**src/rtl/scan_pkg.sv**
```systemverilog
// scan_pkg: shared types and constants for scan_sel_gen.
//   scan_mode_t  : 2-bit operating mode (bit0 = down, bit1 = single sweep)
//   scan_state_t : controller state
//   SEL_MAX/MIN  : select wrap points seen by decoder_3_8
package scan_pkg;

  typedef enum logic [1:0] {
    SCAN_UP_CONT = 2'b00,
    SCAN_DN_CONT = 2'b01,
    SCAN_UP_ONE  = 2'b10,
    SCAN_DN_ONE  = 2'b11
  } scan_mode_t;

  typedef enum logic {
    ST_IDLE = 1'b0,
    ST_RUN  = 1'b1
  } scan_state_t;

  localparam logic [2:0] SEL_MAX = 3'd7;
  localparam logic [2:0] SEL_MIN = 3'd0;

  function automatic logic mode_is_down(scan_mode_t m);
    return (m == SCAN_DN_CONT) || (m == SCAN_DN_ONE);
  endfunction

  function automatic logic mode_is_single(scan_mode_t m);
    return (m == SCAN_UP_ONE) || (m == SCAN_DN_ONE);
  endfunction

endpackage

```
**src/rtl/scan_sel_gen_dwell_timer.sv**
```systemverilog
// dwell_timer: counts cycles spent on the current select value.
//   clka    : clock, rising edge
//   rst     : asynchronous active-high reset
//   clr     : hold counter at zero (used while idle)
//   en      : count enable (used while running)
//   dwell_q : captured dwell; each value lasts dwell_q+1 cycles
//   expire  : high in the last cycle of a dwell period
module dwell_timer #(
  parameter int unsigned DWELL_W = 8
) (
  input  logic               clka,
  input  logic               rst,
  input  logic               clr,
  input  logic               en,
  input  logic [DWELL_W-1:0] dwell_q,
  output logic               expire
);

  logic [DWELL_W-1:0] count;

  assign expire = en && !clr && (count == dwell_q);

  always_ff @(posedge clka or posedge rst) begin
    if (rst) begin
      count <= '0;
    end else if (clr) begin
      count <= '0;
    end else if (en) begin
      count <= expire ? '0 : count + 1'b1;
    end
  end

endmodule

```
**src/rtl/scan_sel_gen.sv**
```systemverilog
// scan_sel_gen: drives E/In of decoder_3_8 so its outputs strobe in sequence.
//   clka       : clock, rising edge
//   rst        : asynchronous active-high reset
//   start      : begin scanning (honoured only when idle)
//   stop       : abort scanning (honoured only when running)
//   mode       : 00 up-cont, 01 down-cont, 10 up-single, 11 down-single
//   dwell      : each select value is held dwell+1 cycles
//   E, In      : registered decoder enable and select
//   busy       : high while running
//   sweep_done : one-cycle pulse after a single sweep completes
module scan_sel_gen
  import scan_pkg::*;
#(
  parameter int unsigned DWELL_W = 8,
  parameter int unsigned SEL_W   = 3
) (
  input  logic               clka,
  input  logic               rst,
  input  logic               start,
  input  logic               stop,
  input  logic [1:0]         mode,
  input  logic [DWELL_W-1:0] dwell,
  output logic               E,
  output logic [SEL_W-1:0]   In,
  output logic               busy,
  output logic               sweep_done
);

  scan_state_t        state, state_n;
  scan_mode_t         mode_q, mode_n;
  logic [DWELL_W-1:0] dwell_q, dwell_n;
  logic [SEL_W-1:0]   sel_n;
  logic [SEL_W-1:0]   last_sel;
  logic               done_n;
  logic               timer_clr;
  logic               timer_en;
  logic               expire;

  dwell_timer #(
    .DWELL_W (DWELL_W)
  ) u_timer (
    .clka    (clka),
    .rst     (rst),
    .clr     (timer_clr),
    .en      (timer_en),
    .dwell_q (dwell_q),
    .expire  (expire)
  );

  assign last_sel = mode_is_down(mode_q) ? SEL_MIN : SEL_MAX;

  always_comb begin
    state_n   = state;
    mode_n    = mode_q;
    dwell_n   = dwell_q;
    sel_n     = In;
    done_n    = 1'b0;
    timer_clr = 1'b1;
    timer_en  = 1'b0;
    unique case (state)
      ST_IDLE: begin
        if (start) begin
          mode_n  = scan_mode_t'(mode);
          dwell_n = dwell;
          sel_n   = mode_is_down(scan_mode_t'(mode)) ? SEL_MAX : SEL_MIN;
          state_n = ST_RUN;
        end
      end
      ST_RUN: begin
        timer_clr = 1'b0;
        timer_en  = 1'b1;
        // stop takes priority over a coincident end-of-sweep expiry
        if (stop) begin
          state_n = ST_IDLE;
        end else if (expire) begin
          if (mode_is_single(mode_q) && (In == last_sel)) begin
            state_n = ST_IDLE;
            done_n  = 1'b1;
          end else begin
            sel_n = mode_is_down(mode_q) ? In - 1'b1 : In + 1'b1;
          end
        end
      end
      default: state_n = ST_IDLE;
    endcase
  end

  // E, busy and In are all loaded from next-state values on one edge,
  // so the decoder never sees enable and select disagree.
  always_ff @(posedge clka or posedge rst) begin
    if (rst) begin
      state      <= ST_IDLE;
      E          <= 1'b0;
      In         <= '0;
      busy       <= 1'b0;
      sweep_done <= 1'b0;
      mode_q     <= SCAN_UP_CONT;
      dwell_q    <= '0;
    end else begin
      state      <= state_n;
      E          <= (state_n == ST_RUN);
      busy       <= (state_n == ST_RUN);
      In         <= sel_n;
      sweep_done <= done_n;
      mode_q     <= mode_n;
      dwell_q    <= dwell_n;
    end
  end

endmodule

```
**config.mk**
```make
export PLATFORM = sky130hd
export DESIGN_NAME = scan_sel_gen
export DESIGN_NICKNAME = d
export VERILOG_FILES = /design/src/rtl/scan_pkg.sv /design/src/rtl/scan_sel_gen_dwell_timer.sv /design/src/rtl/scan_sel_gen.sv
export SDC_FILE = /design/constraint.sdc
export NUM_CORES = 1
export LEC_CHECK = 0
export CAP_MARGIN = 10
export CORE_MARGIN = 5
export CORE_UTILIZATION = 54
export CTS_BUF_LIST = sky130_fd_sc_hd__clkbuf_8
export CTS_CLUSTER_SIZE = 8
export DETAILED_ROUTE_END_ITERATION = 12
export PLACE_DENSITY = 0.89
export SKIP_CTS_REPAIR_TIMING = 1
export SLEW_MARGIN = 20
export SYNTH_ARGS = -nofsm -noshare
export SYNTH_HDL_FRONTEND = slang
export SYNTH_SLANG_ARGS = --single-unit
```
**constraint.sdc**
```tcl
create_clock -name clka -period 2.36 [get_ports clka]
set_clock_uncertainty 0.2 [all_clocks]
set_input_delay 0.472 -clock clka [delete_from_list [all_inputs] [get_ports clka]]
set_output_delay 0.472 -clock clka [all_outputs]
set_load 0.03 [all_outputs]
```
**Yosys cells after proc, flatten, opt, wreduce, memory -nomap -nowiden**

Cells that the tools add are included.

- Flip-flop bits (word level): 23
- Bits of input ports: 14
- Output and inout port bits: 6
- Word-level logic and storage cells: 51

- Add/sub/neg operators: 3
- Equal/unequal tests: 12
- Mux-type cells: 21
- Bitwise operators: 1
- Reduce and logical (&&, ||, !) cells: 8

Operator list:

| cell | count |
|---|---|
| 8-bit 2-to-1 mux | 3 |
| 3-bit 2-to-1 mux | 7 |
| 1-bit 2-to-1 mux | 9 |
| 8-bit by 1-bit adder with 8-bit output, second input constant | 1 |
| 8-bit equality test | 1 |
| 2-bit equality test, second input constant | 3 |
| 2-bit inequality test, second input constant | 3 |
| 3-bit case mux with 2 select lines | 1 |
| 2-bit by 1-bit equality test with 1-bit output, second input constant | 2 |
| 2-bit by 1-bit inequality test with 1-bit output, second input constant | 2 |
| 4-bit AND reduction | 1 |
| 3-bit by 1-bit adder with 3-bit output, second input constant | 1 |
| 3-bit equality test | 1 |
| 1-bit logical AND | 3 |
| 1-bit logical OR | 3 |
| 3-bit by 1-bit subtractor with 3-bit output, second input constant | 1 |
| 1-bit case mux with 2 select lines | 1 |
| 2-bit AND reduction | 1 |
| 1-bit inverter | 1 |

**Logic depth before layout (Yosys ltp)**

- Depth in word-level cells: 9
- Depth in mapped cells: 7
- Gate-level depth less buffers: 6

**Hierarchy**

Synthesis repeated with hierarchy kept, for this count alone.

- Cell total of the unflattened synthesis: 113
- Area, all modules: 1,231.2 um2

By module, submodules not included:

| module | instances | cells an instance | area an instance (um2) | sequential area each (um2) |
|---|---|---|---|---|
| scan_sel_gen | 1 | 56 | 714.4 | 375.4 |
| dwell_timer | 1 | 57 | 516.7 | 200.2 |

**Worst setup path after synthesis**

OpenSTA, ideal clock, no wires.

- Path type: reg-to-reg
- Start point: reg In[0]
- End point: reg In[2]
- Setup time: 0.128 ns
- Arrival: 1.649 ns
- Required time: 2.032 ns
- Setup slack: 0.383 ns
- Cell stages (with the launch flop): 7
- Buffers on the path: 0
- Period minus slack after synthesis: 1.977 ns
- Cell sequence: dfrtp_1 -> fa_1 -> xnor2_1 -> xnor2_1 -> nand2_1 -> nand2_1 -> mux2_1

- Cells in the longest elaborated chain, start to end: 6
- Elaborated cells on any way between the ends: 11
- Classes of those cells: 2 x add/sub; 2 x eq/ne; 5 x mux; 2 x reduce/logical

RTL lines:

| item | RTL line | text |
|---|---|---|
| start: declaration | scan_sel_gen.sv:24 | `output logic [SEL_W-1:0] In,` |
| start signal: assignment | scan_sel_gen.sv:103 | `In <= sel_n;` |
| 3-bit by 1-bit adder with 3-bit output / 3-bit by 1-bit subtractor with 3-bit output (equally long branches) | scan_sel_gen.sv:80 | `sel_n = mode_is_down(mode_q) ? In - 1'b1 : In + 1'b1;` |
| 3-bit 2-to-1 mux | scan_sel_gen.sv:80 |  |
| 3-bit 2-to-1 mux | scan_sel_gen.sv:76 | `if (mode_is_single(mode_q) && (In == last_sel)) begin` |
| 3-bit 2-to-1 mux | scan_sel_gen.sv:75 | `end else if (expire) begin` |
| 3-bit 2-to-1 mux | scan_sel_gen.sv:73 | `if (stop) begin` |
| 3-bit case mux with 2 select lines | scan_sel_gen.sv:60 | `unique case (state)` |

Several ways; a longest one is shown, not always the timed one. The select of a mux whose other input is x is not followed.
A chain may end at the register's enable or synchronous reset.

==> results.md <==
* CTS Sinks at 23
* Crit. End Element: output pin
* Core area at 2000 um^2
* Die area at roughly 3200 um^2
* Most common cell in the synthesized netlist: nand2_1
* Ports at 20
* Synth Area in Adders at under 10%
* Finished Cell Area at around 1400 um^2
* Layout cells sized above 1 at 8.39%
* Crit-path max FO at 11
* Global-route wire length before repair at approximately 4100 um
* GR Overflow Total at 0
* Post-layout util at slightly above 70%
* Clk slew on worst S/H paths at ~0.080 ns
* Via count at between 800 and 900
* Tot Pwr at about 1.2 mW
* Synth top area cells: dfrtp_1 (50%), nand2_1 (12%), xor2_1 (9.9%), nor2_1 (2.9%), xnor2_1 (2.3%)
* Fin nets at around 160
* Final min period at between 2 and 2.5 ns
* Power per cell area at approximately 840 nW/um^2
* Yosys warnings at 0
* Crit Path Category: reg2out
* Setup Total Neg Slack at 0 ns
* # diodes at 0
* Skew-Pair Late Insertion Delay at around 0.26 ns
* Wire per inst at about 14 um
* Tcrit/Tclk final at around 92%
* Bufs and invs on worst path at 1
* EDFF count, synth at 0
* Placed cells at 166
* Slew margin rel. at about 73%
* Initial Utilization at around 58%
* Final Hold Viols at 0
* Detailed placer's ending HPWL at 1740 um
* Synthesized area at 1150 um^2
* Drt via density at 5.09
* Num CTS Buffers at 3
* Fin. max-slew vios at 0
* Fin Hold WS at 0.297 ns
* DRT Pass-1 Iters at 4
* Hold Path Class: reg2reg
* Gr usage total at 16.5%
* CTS tree: yes
* Arrival @ worst endpoint at about 1.5 ns
* Compound-Gate Fraction of Synth Area at between 3 and 4%
* Critical Path Source Type: flop
* Number of global-route vias before repair at ~900
* Synth area leader: dfrtp_1
* Initial antenna violation count at 0
* Synth Area in XOR/XNOR at ~12%
* RePlAce Congestion at 0.866
* Area grow syn2layout at 24.4%
* Largest family of logic cells by synthesized area: simple AND/OR/NAND/NOR gates
* 1st-iter DRT viols at 13
* Total Wirelength at around 2400 um
* Most frequent cells after synthesis: nand2_1 (37), dfrtp_1 (23), xor2_1 (13)
* Post-Place Setup Slack at 0.268 ns
* # DRC at 0
* Die Wd at between 50 and 60 um
* Worst-path cell chain: clkdlybuf4s50_1
* Clk root buf: clkbuf_8
* Ys async rst share at 100%
* Syn Inst Count at between 100 and 150
* Clock buffer depth at 2
* Main flop type after synthesis: dfrtp_1
* Slowest stage cell, crit path: clkdlybuf4s50_1
* Max-cap violations at 0
* Maximum VDD drop at a little over 0.6 mV
* DRT antenna net count at 0
* # rows at 16
* Mux contribution to synthesized area at just under 2%
* Leakage at about 0.7 nW
* Worst-Margin Slew at 0.409 ns
* Count of non-filler cells in the finished layout at 170
* Syn_area_per_cell at 9.62 um^2
* Worst path max stage delay at between 0.7 and 0.8 ns
* Yosys cell types at 24
* Largest net degree at the start of global routing at 24
* H-tree depth at 1
* RSZ-0062 raised after global routing: false
* Delay-heaviest family, CP: buffers and inverters
* Setup Viol. Count Final at 0
* Outcome: finished, final reports clean
* Register bit total from synthesis at 23
* Simple-gate portion of the synthesized area at approximately a quarter
* Critical path required time at roughly 1.7 ns
* I/O Buffers at 19
* Final worst slack at ~0.18 ns
* Max frequency at ~460 MHz
* Seq/Total Area, Yosys at around half
* Placed Area at around 1400 um^2
* Syn Nets at around 140
* Share of the synthesized area in the top cell type at about 50%
* Die H at about 56 um
-- power by group --
part | internal, mW | switching [mW] | total [mW]
Sequential | 0.466 | 0.0952 | 0.561
Combinational | 0.193 | 0.213 | 0.407
Clock | 0.118 | 0.125 | 0.242
-- state kept, by name, indices dropped and copies added (netlist names) --
register	flops
In	3
dwell_q	8
mode_q	2
state	1
sweep_done	1
u_timer.count	8
-- final cells by class --
class                   instances  area (um^2)
clock buffers                   3         41.3
clock inverters                 1         5.00
fillers                       149          566
inverters                       2         7.51
multi-input cells              91          553
flip-flops and latches         23          576
well taps                      27         33.8
repair buffers                 23          220
-- kinds of logic (layout without fill, tap and decap cells) --
| kind of cell | count (synthesis) | count (layout) |
|---|---|---|
| DFF | 23 | 23 |
| adders and majority gates | 3 | 3 |
| AOI/OAI and AO/OA | 5 | 5 |
| buffers and inverters | 6 | 29 |
| muxes | 2 | 2 |
| xor gates and xnor gates | 16 | 16 |
| and+or+nand+nor | 65 | 65 |
-- metal layers --
metal  global-route usage (%)  vias to the layer above  routed length (um)
met4                     9.83                        0                  36
met3                     2.78                        4                 125
met2                     25.5                       28                1150
li1                         -                      429                   -
met5                        0                        -                   0
met1                     21.4                      405                1060
-- path summary, 6_finish.rpt --
path	end	start	cells past startpoint	slack, ns
max	E	state	1	0.18
min	mode_q[1]	mode_q[1]	2	0.30
max reg2reg	In[1]	u_timer.count[2]	5	0.29
min reg2reg	mode_q[1]	mode_q[1]	2	0.30
max in group asynchronous	dwell_q[3]	rst	3	1.40
min in group asynchronous	In[1]	rst	3	0.34
-- cells in the final DEF, fill, tap and decap left out, types with 3 or more instances in the layout --
master / netlist / final
nand3_1: 5 / 5
xor2_1: 13 / 13
nor2b_1: 3 / 3
nand2b_1: 3 / 3
dfrtp_1: 23 / 23
buf_4: 1 / 4
xnor2_1: 3 / 3
clkdlybuf4s50_1: 0 / 19
nand2_1: 37 / 37
clkbuf_8: 0 / 3
nor2_1: 9 / 9
and3_1: 3 / 3
Note: power is estimated with default switching activity, not from simulation.
